File: config.mk
export PLATFORM = sky130hd
export DESIGN_NAME = road_sensor_flat
export DESIGN_NICKNAME = d
export VERILOG_FILES = /design/src/rtl/road_sensor_if.sv /design/src/rtl/road_sensor.sv /design/src/flat_wrapper.sv
export SDC_FILE = /design/constraint.sdc
export NUM_CORES = 1
export LEC_CHECK = 0
export ABC_CLOCK_PERIOD_IN_PS = 2400
export BUFFER_PORTS_ARGS = -buffer_cell sky130_fd_sc_hd__buf_2
export CAP_MARGIN = 30
export CORE_MARGIN = 2
export CORE_UTILIZATION = 28
export CTS_BUF_LIST = sky130_fd_sc_hd__clkbuf_4 sky130_fd_sc_hd__clkbuf_8 sky130_fd_sc_hd__clkbuf_16
export DETAILED_ROUTE_END_ITERATION = 8
export PLACE_DENSITY = 0.47
export SYNTH_ARGS = -nofsm -noshare
export SYNTH_HDL_FRONTEND = slang
export SYNTH_SLANG_ARGS = --single-unit
File: constraint.sdc
create_clock -name clock -period 2.4 [get_ports clock]
set_clock_uncertainty 0.15 [all_clocks]
set_input_delay 0.48 -clock clock [delete_from_list [all_inputs] [get_ports clock]]
set_output_delay 0.48 -clock clock [all_outputs]
set_load 0.02 [all_outputs]
File: src/rtl/road_sensor_if.sv
// Bundle of the road segment's arrival/light inputs and occupancy/sensor outputs.
// Count width follows CAPACITY so it matches the sensor block it connects to.
interface road_sensor_if #(
    parameter int unsigned CAPACITY = 15
);
    localparam int unsigned CW = $clog2(CAPACITY + 1);

    logic          arrive;
    logic [1:0]    light;
    logic [2:0]    S;
    logic [CW-1:0] count;
    logic          depart;
    logic          reject;

    modport master (
        output arrive,
        output light,
        input  S,
        input  count,
        input  depart,
        input  reject
    );

    modport slave (
        input  arrive,
        input  light,
        output S,
        output count,
        output depart,
        output reject
    );
endinterface

File: src/rtl/road_sensor.sv
// Road segment occupancy tracker with timed departures and a thermometer-coded crowding sensor.
// Define ROAD_SENSOR_DEBOUNCE_EN to debounce the sensor output through an IDLE/PEND FSM.
module road_sensor #(
    parameter int unsigned CAPACITY        = 15,
    parameter int unsigned MORE_TH         = 6,
    parameter int unsigned FULL_TH         = 12,
    parameter int unsigned DEPART_INTERVAL = 2,
    parameter int unsigned DEBOUNCE_CYCLES = 3
) (
    input logic          clock,
    input logic          clear,
    road_sensor_if.slave bus
);
    localparam int unsigned CW = $clog2(CAPACITY + 1);
    localparam int unsigned TW = (DEPART_INTERVAL > 1) ? $clog2(DEPART_INTERVAL) : 1;
    localparam logic [CW-1:0] CAP = CW'(CAPACITY);
    localparam logic [TW-1:0] TIMER_LAST = TW'(DEPART_INTERVAL - 1);

    logic [CW-1:0] count_q;
    logic [TW-1:0] timer_q;
    logic          depart_q;
    logic          reject_q;
    logic [2:0]    s_q;
    logic [2:0]    raw;
    logic          active;
    logic          depart_now;

    always_comb begin
        active     = (bus.light == 2'd2) && (count_q != '0);
        depart_now = active && (timer_q == TIMER_LAST);
    end

    always_comb begin
        raw = 3'b000;
        if (count_q == '0) begin
            raw = 3'b000;
        end else if (32'(count_q) < MORE_TH) begin
            raw = 3'b001;
        end else if (32'(count_q) < FULL_TH) begin
            raw = 3'b011;
        end else begin
            raw = 3'b111;
        end
    end

    // A departure frees the slot an arrival on the same edge would take, so count holds.
    always_ff @(posedge clock or posedge clear) begin
        if (clear) begin
            count_q  <= '0;
            timer_q  <= '0;
            depart_q <= 1'b0;
            reject_q <= 1'b0;
        end else begin
            depart_q <= depart_now;
            reject_q <= bus.arrive && (count_q == CAP) && !depart_now;
            timer_q  <= (active && !depart_now) ? timer_q + TW'(1) : '0;
            if (bus.arrive && !depart_now && (count_q != CAP)) begin
                count_q <= count_q + CW'(1);
            end else if (!bus.arrive && depart_now) begin
                count_q <= count_q - CW'(1);
            end
        end
    end

`ifdef ROAD_SENSOR_DEBOUNCE_EN
    localparam int unsigned SW = $clog2(DEBOUNCE_CYCLES + 1);

    typedef enum logic {IDLE, PEND} state_t;

    state_t        state_q;
    logic [2:0]    cand_q;
    logic [SW-1:0] stab_q;

    always_ff @(posedge clock or posedge clear) begin
        if (clear) begin
            state_q <= IDLE;
            cand_q  <= 3'b000;
            stab_q  <= '0;
            s_q     <= 3'b000;
        end else begin
            unique case (state_q)
                IDLE: begin
                    if (raw != s_q) begin
                        if (DEBOUNCE_CYCLES <= 1) begin
                            s_q <= raw;
                        end else begin
                            state_q <= PEND;
                            cand_q  <= raw;
                            stab_q  <= SW'(1);
                        end
                    end
                end
                PEND: begin
                    if (raw == s_q) begin
                        state_q <= IDLE;
                        stab_q  <= '0;
                    end else if (raw == cand_q) begin
                        if (32'(stab_q) + 1 >= DEBOUNCE_CYCLES) begin
                            s_q     <= cand_q;
                            state_q <= IDLE;
                            stab_q  <= '0;
                        end else begin
                            stab_q <= stab_q + SW'(1);
                        end
                    end else begin
                        cand_q <= raw;
                        stab_q <= SW'(1);
                    end
                end
                default: state_q <= IDLE;
            endcase
        end
    end
`else
    always_ff @(posedge clock or posedge clear) begin
        if (clear) begin
            s_q <= 3'b000;
        end else begin
            s_q <= raw;
        end
    end
`endif

    assign bus.S      = s_q;
    assign bus.count  = count_q;
    assign bus.depart = depart_q;
    assign bus.reject = reject_q;
endmodule
File: src/flat_wrapper.sv
// flat-port wrapper written by rule: the top's interface ports become plain ports
module road_sensor_flat 
#(
    parameter int unsigned CAPACITY        = 15,
    parameter int unsigned MORE_TH         = 6,
    parameter int unsigned FULL_TH         = 12,
    parameter int unsigned DEPART_INTERVAL = 2,
    parameter int unsigned DEBOUNCE_CYCLES = 3
)
  (clock, clear, bus_arrive, bus_light, bus_S, bus_count, bus_depart, bus_reject);
  road_sensor_if #(.CAPACITY(CAPACITY)) bus_i ();
  input logic clock;
  input logic clear;
  input wire logic [$bits(bus_i.arrive)-1:0] bus_arrive;
  input wire logic [$bits(bus_i.light)-1:0] bus_light;
  output wire logic [$bits(bus_i.S)-1:0] bus_S;
  output wire logic [$bits(bus_i.count)-1:0] bus_count;
  output wire logic [$bits(bus_i.depart)-1:0] bus_depart;
  output wire logic [$bits(bus_i.reject)-1:0] bus_reject;
  assign bus_i.arrive = bus_arrive;
  assign bus_i.light = bus_light;
  assign bus_S = bus_i.S;
  assign bus_count = bus_i.count;
  assign bus_depart = bus_i.depart;
  assign bus_reject = bus_i.reject;
  road_sensor #(.CAPACITY(CAPACITY), .MORE_TH(MORE_TH), .FULL_TH(FULL_TH), .DEPART_INTERVAL(DEPART_INTERVAL), .DEBOUNCE_CYCLES(DEBOUNCE_CYCLES)) u_core (.clock(clock), .clear(clear), .bus(bus_i));
endmodule
==> impl_metrics.json, run 1 <==
{
  "status": "finished clean",
  "overflow": 0,
  "clk_latency_ps": 270,
  "maxSlewHeadroom_pct": 76.1,
  "fillers": 178,
  "dr_wl_met2_um": 470,
  "max_freq_ghz": 0.419,
  "cp-start-kind": "flip-flop",
  "power_uw": 981,
  "worst-r2r-cell-count": 8,
  "fp-row-count": 15,
  "diodes": 0,
  "synthCells": 41,
  "slowest_delay_ps": 550,
  "drt-met1-wl_um": 462,
  "htree_levels": 1,
  "final_util_pct": 43.8,
  "syn_area_per_cell_um2": 12.1,
  "drc_errors": 0,
  "drtIter0Drc": 1,
  "dieWidth_um": 46.0,
  "finalNetCount": 76,
  "min_path_type": "primary input to asynchronous set/reset pin",
  "synth_edf_count": 0,
  "dominantRegCellSynth": "dfrtp_1",
  "worstPathArrival_ps": 2440,
  "firstDrtPassIters": 2,
  "cts-hold-fix-buffers": 0,
  "slew_violations": 0,
  "grt_max_degree": 11,
  "placed_cell_area_um2": 688,
  "ant_nets": 0,
  "synth_area_um2": 494,
  "syn2layout_area_growth_pct": 49.6,
  "dieHeight_um": 46.0,
  "final_cell_mix": "13 x buf_2, 9 x buf_4, 7 x dfrtp_1",
  "hold_viol": 0,
  "routed_wl_mm": 1.02,
  "cts_root_buf": "clkbuf_4",
  "cts_made_buffers": 3,
  "start_util_pct": 29.3,
  "crit_top_cell": "nand3_4",
  "hpwlAfterDp_um": 753,
  "worst-path-max-fanout": 3,
  "vias_per_cell": 4.92,
  "yosysWarnings": 0,
  "core_area_um2": 1690,
  "grt_usage_pct": 13.8,
  "clkTransAtPathRegs_ps": 70,
  "r2r_setup_slack_ps": 10,
  "antenna_found_initial": 0,
  "drive_gt1_share_pct": 65.7,
  "final_common_cell": "buf_2",
  "post_drt_wl_per_cell_um": 12.1,
  "seq_area_frac_synth_pct": 50.6,
  "grt_pass1_vias": 424,
  "io_buffers": 13,
  "worstMarginPinSlew_ps": 348,
  "critPathKind": "flip-flop to flip-flop",
  "clk_path_buf_depth": 2,
  "crit_chain": "or4_4 > nand3_4 > nand3_4 > ha_4 > nand3_2 > and2_4 > or4_1 > nand4_1",
  "p_leak_nw": 0.361,
  "synth.distinct_cells": 22,
  "reg2reg_from": "u_core.bus.count[1]$_DFFE_PP0P_",
  "rsz0062_at_grt": "true",
  "grt_pass1_wl_mm": 1.95,
  "io_pins": 14,
  "final.setup.tns_ps": 0,
  "gp_congestion": 0.674,
  "synth_nets": 49,
  "p_per_area_nw_per_um2": 1330,
  "stdcell_area_um2": 739,
  "ys_seq_elements": 10,
  "max-vdd-ir-drop_v": 0.000530,
  "async_reset_ff_share_pct": 100,
  "numClockSinks": 10,
  "via_count": 413,
  "dr_wl_met3_um": 59,
  "cp_slowest_cell": "or4_4",
  "die-area_um2": 2120,
  "setup_viol": 0,
  "routed.top_layer": "met4",
  "seq_area_um2": 254,
  "end_kind": "flip-flop",
  "period_share_pct": 99.4,
  "required_ps": 2450,
  "maxCapViolations": 0,
  "multiInputGateArea_um2": 288,
  "cts_tree": "built",
  "hold_slack_ps": 26.6,
  "post-route-min-period_ps": 2390,
  "r2r-end": "u_core.bus.count[3]$_DFFE_PP0P_"
}
-- logic make-up after synthesis --
logic type	after synthesis	synth area share (%)
multiplexers	3	6.58
XOR/XNOR	2	3.54
AND/OR/NAND/NOR	17	22.8
AO/OA/AOI/OAI	4	5.82
adder cells (fa/ha/maj)	3	9.11
flip-flops	10	50.6
buffers and inverters	2	1.52
-- critical path, delay by kind of cell (launching register included) --
kind	cells	cell delay, ps
adder cells (fa/ha/maj)	1	310
AND/OR/NAND/NOR	7	1450
flip-flops	1	400
-- cell usage after synthesis (2+ instances only) --
master	n	area share [%]
nor2_1	2	1.5
o211ai_1	2	3.0
mux2_2	2	4.6
nand4_1	2	2.5
nand3_1	2	2.0
dfrtp_1	10	51
xor2_1	2	3.5
ha_1	2	5.1
nand2_1	4	3.0
-- routing by layer --
metal	track usage [%]	vias to the layer above
li1	-	201
met1	16.4	195
met2	20.3	12
met3	5.95	5
met4	8.57	0
met5	0	-
-- report_power, final --
group	switching, mW	total (mW)	leakage (nW)	internal (mW)
Sequential	0.0262	0.262	0.119	0.235
Clock	0.0588	0.151	0.0210	0.0922
Combinational	0.293	0.568	0.221	0.275
-- sequential cells by signal, summed over array words and instances, names as in the netlist --
signal and cells:
u_core.timer_q 1, u_core.bus.depart 1, u_core.bus.count 4, u_core.bus.reject 1
u_core.bus.S 3
-- worst max path at each step --
stage	endpoint	slack, ps	start	depth (start not counted)
2_1_floorplan	u_core.bus.count[3]$_DFFE_PP0P_	-130	u_core.bus.count[2]$_DFFE_PP0P_	8
3_3_place_gp	u_core.bus.count[3]$_DFFE_PP0P_	-3	u_core.bus.count[2]$_DFFE_PP0P_	8
3_5_place_dp	u_core.bus.count[3]$_DFFE_PP0P_	-2	u_core.bus.count[2]$_DFFE_PP0P_	8
4_1_cts	u_core.bus.count[3]$_DFFE_PP0P_	3	u_core.bus.count[1]$_DFFE_PP0P_	8
5_1_grt	u_core.bus.count[3]$_DFFE_PP0P_	-110	u_core.bus.count[1]$_DFFE_PP0P_	8
6_report	u_core.bus.count[3]$_DFFE_PP0P_	10	u_core.bus.count[1]$_DFFE_PP0P_	8
-- area by class of cell --
class                           count  area share [%]
Timing Repair Buffer               22            17.9
Inverter                            2            1.02
Multi-Input combinational cell     29            38.9
Clock buffer                        4            4.91
Tap cell                           17            2.88
Sequential cell                    10            34.3
-- per-stage QoR --
stage	instances	setup WS, ps
global route	84	-111
floorplan	41	-129
detailed placement	79	-2.50
CTS	84	3.23
finish	84	14.7
global placement	79	-2.59
-- what timing repair did --
item	4_1_cts	5_1_grt
gates resized for setup	2	0
pin swaps	4	0
endpoints found under the setup margin	1	2
setup buffers	1	0
Power figures use the tool's default switching activity.
==> run 2: changes to the inputs <==
Settings changed: GPL_ROUTABILITY_DRIVEN set to 1, MAX_ROUTING_LAYER set to met4, RECOVER_POWER set to 50.
==> impl_metrics.json, run 2 (synthesis gave the netlist of run 1 again) <==
{
  "critPathKind": "flip-flop to flip-flop",
  "p_per_area_nw_per_um2": 1330,
  "slew_violations": 0,
  "cts_made_buffers": 3,
  "numClockSinks": 10,
  "vias_per_cell": 4.92,
  "finalNetCount": 76,
  "seq_area_um2": 254,
  "setup_viol": 0,
  "hold_viol": 0,
  "ant_nets": 0,
  "period_share_pct": 99.4,
  "final_cells": 84,
  "final.setup.tns_ps": 0,
  "max_freq_ghz": 0.419,
  "post_drt_wl_per_cell_um": 12.1,
  "diodes": 0,
  "overflow": 0,
  "p_leak_nw": 0.361,
  "drive_gt1_share_pct": 65.7,
  "multiInputGateArea_um2": 288,
  "firstDrtPassIters": 2,
  "place_inst": 79,
  "maxCapViolations": 0,
  "post-route-min-period_ps": 2390,
  "dieHeight_um": 46.0,
  "fillers": 178,
  "antenna_found_initial": 0,
  "htree_levels": 1,
  "routed_wl_mm": 1.02,
  "clk_path_buf_depth": 2,
  "max-vdd-ir-drop_v": 0.000530,
  "dieWidth_um": 46.0,
  "grt_max_degree": 11,
  "place_ws_ps": -2.50,
  "fin_ws_ps": 14.7,
  "core_area_um2": 1690,
  "reg2reg_from": "u_core.bus.count[1]$_DFFE_PP0P_",
  "final_common_cell": "buf_2",
  "syn2layout_area_growth_pct": 49.6,
  "drc_errors": 0,
  "cp-start-kind": "flip-flop",
  "grt_pass1_vias": 424,
  "cts-hold-fix-buffers": 0,
  "cts_root_buf": "clkbuf_4",
  "die-area_um2": 2120,
  "fp-row-count": 15,
  "drtIter0Drc": 1,
  "status": "finished clean",
  "cts_tree": "built",
  "grt_pass1_wl_mm": 1.96,
  "gp_congestion": 0.681,
  "required_ps": 2450,
  "grt_usage_pct": 14.2,
  "worst-path-max-fanout": 3,
  "crit_start": "u_core.bus.count[1]$_DFFE_PP0P_",
  "final_util_pct": 43.8,
  "worstMarginPinSlew_ps": 348,
  "clk_latency_ps": 270,
  "worstPathArrival_ps": 2440,
  "hpwlAfterDp_um": 753,
  "rsz0062_at_grt": "true",
  "end_kind": "flip-flop",
  "final_cell_mix": "13 x buf_2, 9 x buf_4, 7 x dfrtp_1",
  "maxSlewHeadroom_pct": 76.1,
  "via_count": 413,
  "clkTransAtPathRegs_ps": 70,
  "io_buffers": 13,
  "largest_register_ffs": 4,
  "min_path_type": "primary input to asynchronous set/reset pin",
  "hold_slack_ps": 26.6,
  "start_util_pct": 29.3,
  "io_pins": 14
}
==> run 2: worst paths after layout <==
path | depth (start not counted) | end | slack [ps]
setup / recovery | 8 | u_core.bus.count[3]$_DFFE_PP0P_ | 10
hold / removal | 2 | u_core.bus.S[0]$_DFF_PP0_ | 30
setup reg to reg | 8 | u_core.bus.count[3]$_DFFE_PP0P_ | 10
hold reg to reg | 1 | u_core.timer_q$_DFF_PP0_ | 330
max in group asynchronous | 2 | u_core.bus.count[1]$_DFFE_PP0P_ | 1780
min in group clock | 1 | u_core.timer_q$_DFF_PP0_ | 330
==> run 2: cell type report <==
cell class                      count  area share, %
Timing Repair Buffer               22           17.9
Tap cell                           17           2.88
Multi-Input combinational cell     29           38.9
Sequential cell                    10           34.3
Inverter                            2           1.02
Clock buffer                        4           4.91
==> run 2: through the flow <==
stage                     area, um2  total power [mW]
after global routing            739              1.08
after detailed placement        688             0.798
after CTS                       739             0.993
final                           739             0.981
after global placement          688             0.798
after floorplan                 542             0.602
==> run 2: what timing repair did <==
action | 4_1_cts | 5_1_grt
buffers inserted | 1 | 0
endpoints found under the setup margin | 1 | 2
pin swaps | 4 | 0
gates resized for setup | 2 | 0
==> run 2: per-layer routing <==
| metal | part of all wire, % | track usage (%) | routed length (um) | vias to the layer above |
|---|---|---|---|---|
| met5 | 0 | - | 0 | - |
| met4 | 2.7 | 8.57 | 28 | 0 |
| met3 | 5.8 | 5.95 | 59 | 5 |
| met2 | 46 | 20.3 | 470 | 12 |
| met1 | 45 | 16.4 | 462 | 195 |
| li1 | - | - | - | 201 |
==> run 2: worst max-delay path: stages, from the launching register on <==
cell     delay (ps)
dfrtp_2         400
or4_4           550
nand3_4         110
nand3_4         100
ha_4            310
nand3_2          70
and2_4          140
or4_1           380
nand4_1         100
==> run 2: report_power, final <==
| part | switching, mW | internal, mW | leakage, nW |
|---|---|---|---|
| clock | 0.0588 | 0.0922 | 0.0210 |
| combinational | 0.293 | 0.275 | 0.221 |
| sequential | 0.0262 | 0.235 | 0.119 |
| total | 0.378 | 0.603 | 0.361 |
==> run 3: changes to the inputs <==
Settings changed: CORE_AREA set to 2 2 39 41, CORE_MARGIN 2 to not set, CORE_UTILIZATION 28 to not set, CTS_CLUSTER_DIAMETER set to 50, DIE_AREA set to 0 0 41 43, PLACE_DENSITY 0.47 to 0.59.
==> impl_metrics.json, run 3 (synthesis gave the netlist of run 1 again) <==
{
  "status": "finished clean",
  "start_util_pct": 35.7,
  "p_per_area_nw_per_um2": 1330,
  "overflow": 0,
  "gp_congestion": 0.733,
  "r2r_setup_slack_ps": 20,
  "rsz0062_at_grt": "true",
  "io_pins": 14,
  "maxCapViolations": 0,
  "htree_levels": 1,
  "required_ps": 2430,
  "firstDrtPassIters": 4,
  "cts_root_buf": "clkbuf_4",
  "clk_path_buf_depth": 2,
  "cp-start-kind": "flip-flop",
  "finalNetCount": 75,
  "post-route-min-period_ps": 2380,
  "worstPathArrival_ps": 2420,
  "p_leak_nw": 0.352,
  "dieHeight_um": 43,
  "via_count": 407,
  "slew_violations": 0,
  "io_buffers": 13,
  "numClockSinks": 10,
  "clk_latency_ps": 250,
  "placed_cell_area_um2": 687,
  "vias_per_cell": 4.96,
  "core_area_um2": 1380,
  "post_drt_wl_per_cell_um": 12.2,
  "worst-path-max-fanout": 3,
  "crit_chain": "or4_4 > nand3_4 > nand3_4 > ha_4 > a21oi_2 > and2_4 > or4_1 > nand4_1",
  "critPathKind": "flip-flop to flip-flop",
  "setup_viol": 0,
  "grt_usage_pct": 14.3,
  "final.setup.tns_ps": 0,
  "max-vdd-ir-drop_v": 0.000649,
  "final_common_cell": "buf_2",
  "fillers": 140,
  "multiInputGateArea_um2": 298,
  "end_kind": "flip-flop",
  "cts-hold-fix-buffers": 0,
  "r2r-end": "u_core.bus.count[3]$_DFFE_PP0P_",
  "antenna_found_initial": 0,
  "clkTransAtPathRegs_ps": 70,
  "place_inst": 78,
  "cp_slowest_cell": "or4_4",
  "diodes": 0,
  "stdcell_area_um2": 739,
  "period_share_pct": 99.3,
  "cts_made_buffers": 3,
  "seq_area_um2": 254,
  "power_uw": 983,
  "hold_viol": 0,
  "maxSlewHeadroom_pct": 75.5,
  "dieWidth_um": 41,
  "largest_register_ffs": 4,
  "final_cell_mix": "12 x buf_2, 8 x buf_4, 7 x dfrtp_1",
  "hpwlAfterDp_um": 810,
  "max_freq_ghz": 0.420,
  "reg2reg_from": "u_core.bus.count[3]$_DFFE_PP0P_",
  "grt_pass1_wl_mm": 1.64,
  "routed_wl_mm": 1.00,
  "fp-row-count": 14,
  "die-area_um2": 1760,
  "drc_errors": 0,
  "final_cells": 82,
  "syn2layout_area_growth_pct": 49.6,
  "slowest_delay_ps": 550,
  "min_path_type": "primary input to asynchronous set/reset pin",
  "grt_pass1_vias": 389,
  "postCtsSetupBuffers": 0,
  "worstMarginPinSlew_ps": 367,
  "drive_gt1_share_pct": 65.2,
  "grt_max_degree": 11,
  "drtIter0Drc": 1,
  "cts_tree": "built",
  "worst-r2r-cell-count": 8,
  "ant_nets": 0,
  "crit_top_cell": "nand3_4"
}
-- run 3: cell type report --
type	instances	area share, %
Timing Repair Buffer	21	16.8
Multi-Input combinational cell	29	40.3
Sequential cell	10	34.3
Tap cell	16	2.71
Inverter	2	1.02
Clock buffer	4	4.91
-- run 3: per-layer routing --
metal  global-route usage (%)  vias up  share of wire [%]  wire, um
li1                         -      198                  -         -
met4                     10.0        0                2.2        22
met1                     18.2      198                 40       399
met5                        -        -                  0         0
met2                     21.3        9                 54       543
met3                        0        2                3.4        34
-- run 3: worst max-delay path by stage --
stage / from / endpoint / slack, ps / cells after the start
floorplan: u_core.bus.count[2]$_DFFE_PP0P_ / u_core.bus.count[3]$_DFFE_PP0P_ / -130 / 8
finish: u_core.bus.count[3]$_DFFE_PP0P_ / u_core.bus.count[3]$_DFFE_PP0P_ / 20 / 8
CTS: u_core.bus.count[3]$_DFFE_PP0P_ / u_core.bus.count[3]$_DFFE_PP0P_ / 10 / 8
global placement: u_core.bus.count[2]$_DFFE_PP0P_ / u_core.bus.count[3]$_DFFE_PP0P_ / 20 / 8
detailed placement: u_core.bus.count[2]$_DFFE_PP0P_ / u_core.bus.count[3]$_DFFE_PP0P_ / -8 / 8
global route: u_core.bus.count[3]$_DFFE_PP0P_ / u_core.bus.count[3]$_DFFE_PP0P_ / -90 / 8
-- run 3: stage by stage --
stage | util (%) | hold WS [ps] | setup slack, ps
4_1_cts | 52.6 | 39.3 | 12.3
2_1_floorplan | - | 170 | -129
3_3_place_gp | 49.6 | 316 | 16.8
6_report | 53.4 | 30.9 | 17.2
5_1_grt | 53.4 | 70.2 | -86.3
3_5_place_dp | 49.6 | 317 | -7.92
-- run 3: repair_timing --
action / 4_1_cts / 5_1_grt
setup endpoints to repair: 1 / 2
pin swaps: 3 / 0
gates resized for setup: 1 / 3
-- run 3: where the power goes --
| group | internal [mW] | total (mW) | switching [mW] |
|---|---|---|---|
| Sequential | 0.235 | 0.263 | 0.0276 |
| Combinational | 0.277 | 0.575 | 0.299 |
| Clock | 0.0918 | 0.145 | 0.0531 |
| Total | 0.604 | 0.983 | 0.379 |
-- run 3: critical path, delay by kind of cell (launching register included) --
family                   cells  cell delay (ps)
AND/OR/NAND/NOR              6             1390
AO/OA/AOI/OAI                1               60
adder cells (fa/ha/maj)      1              310
flip-flops                   1              400
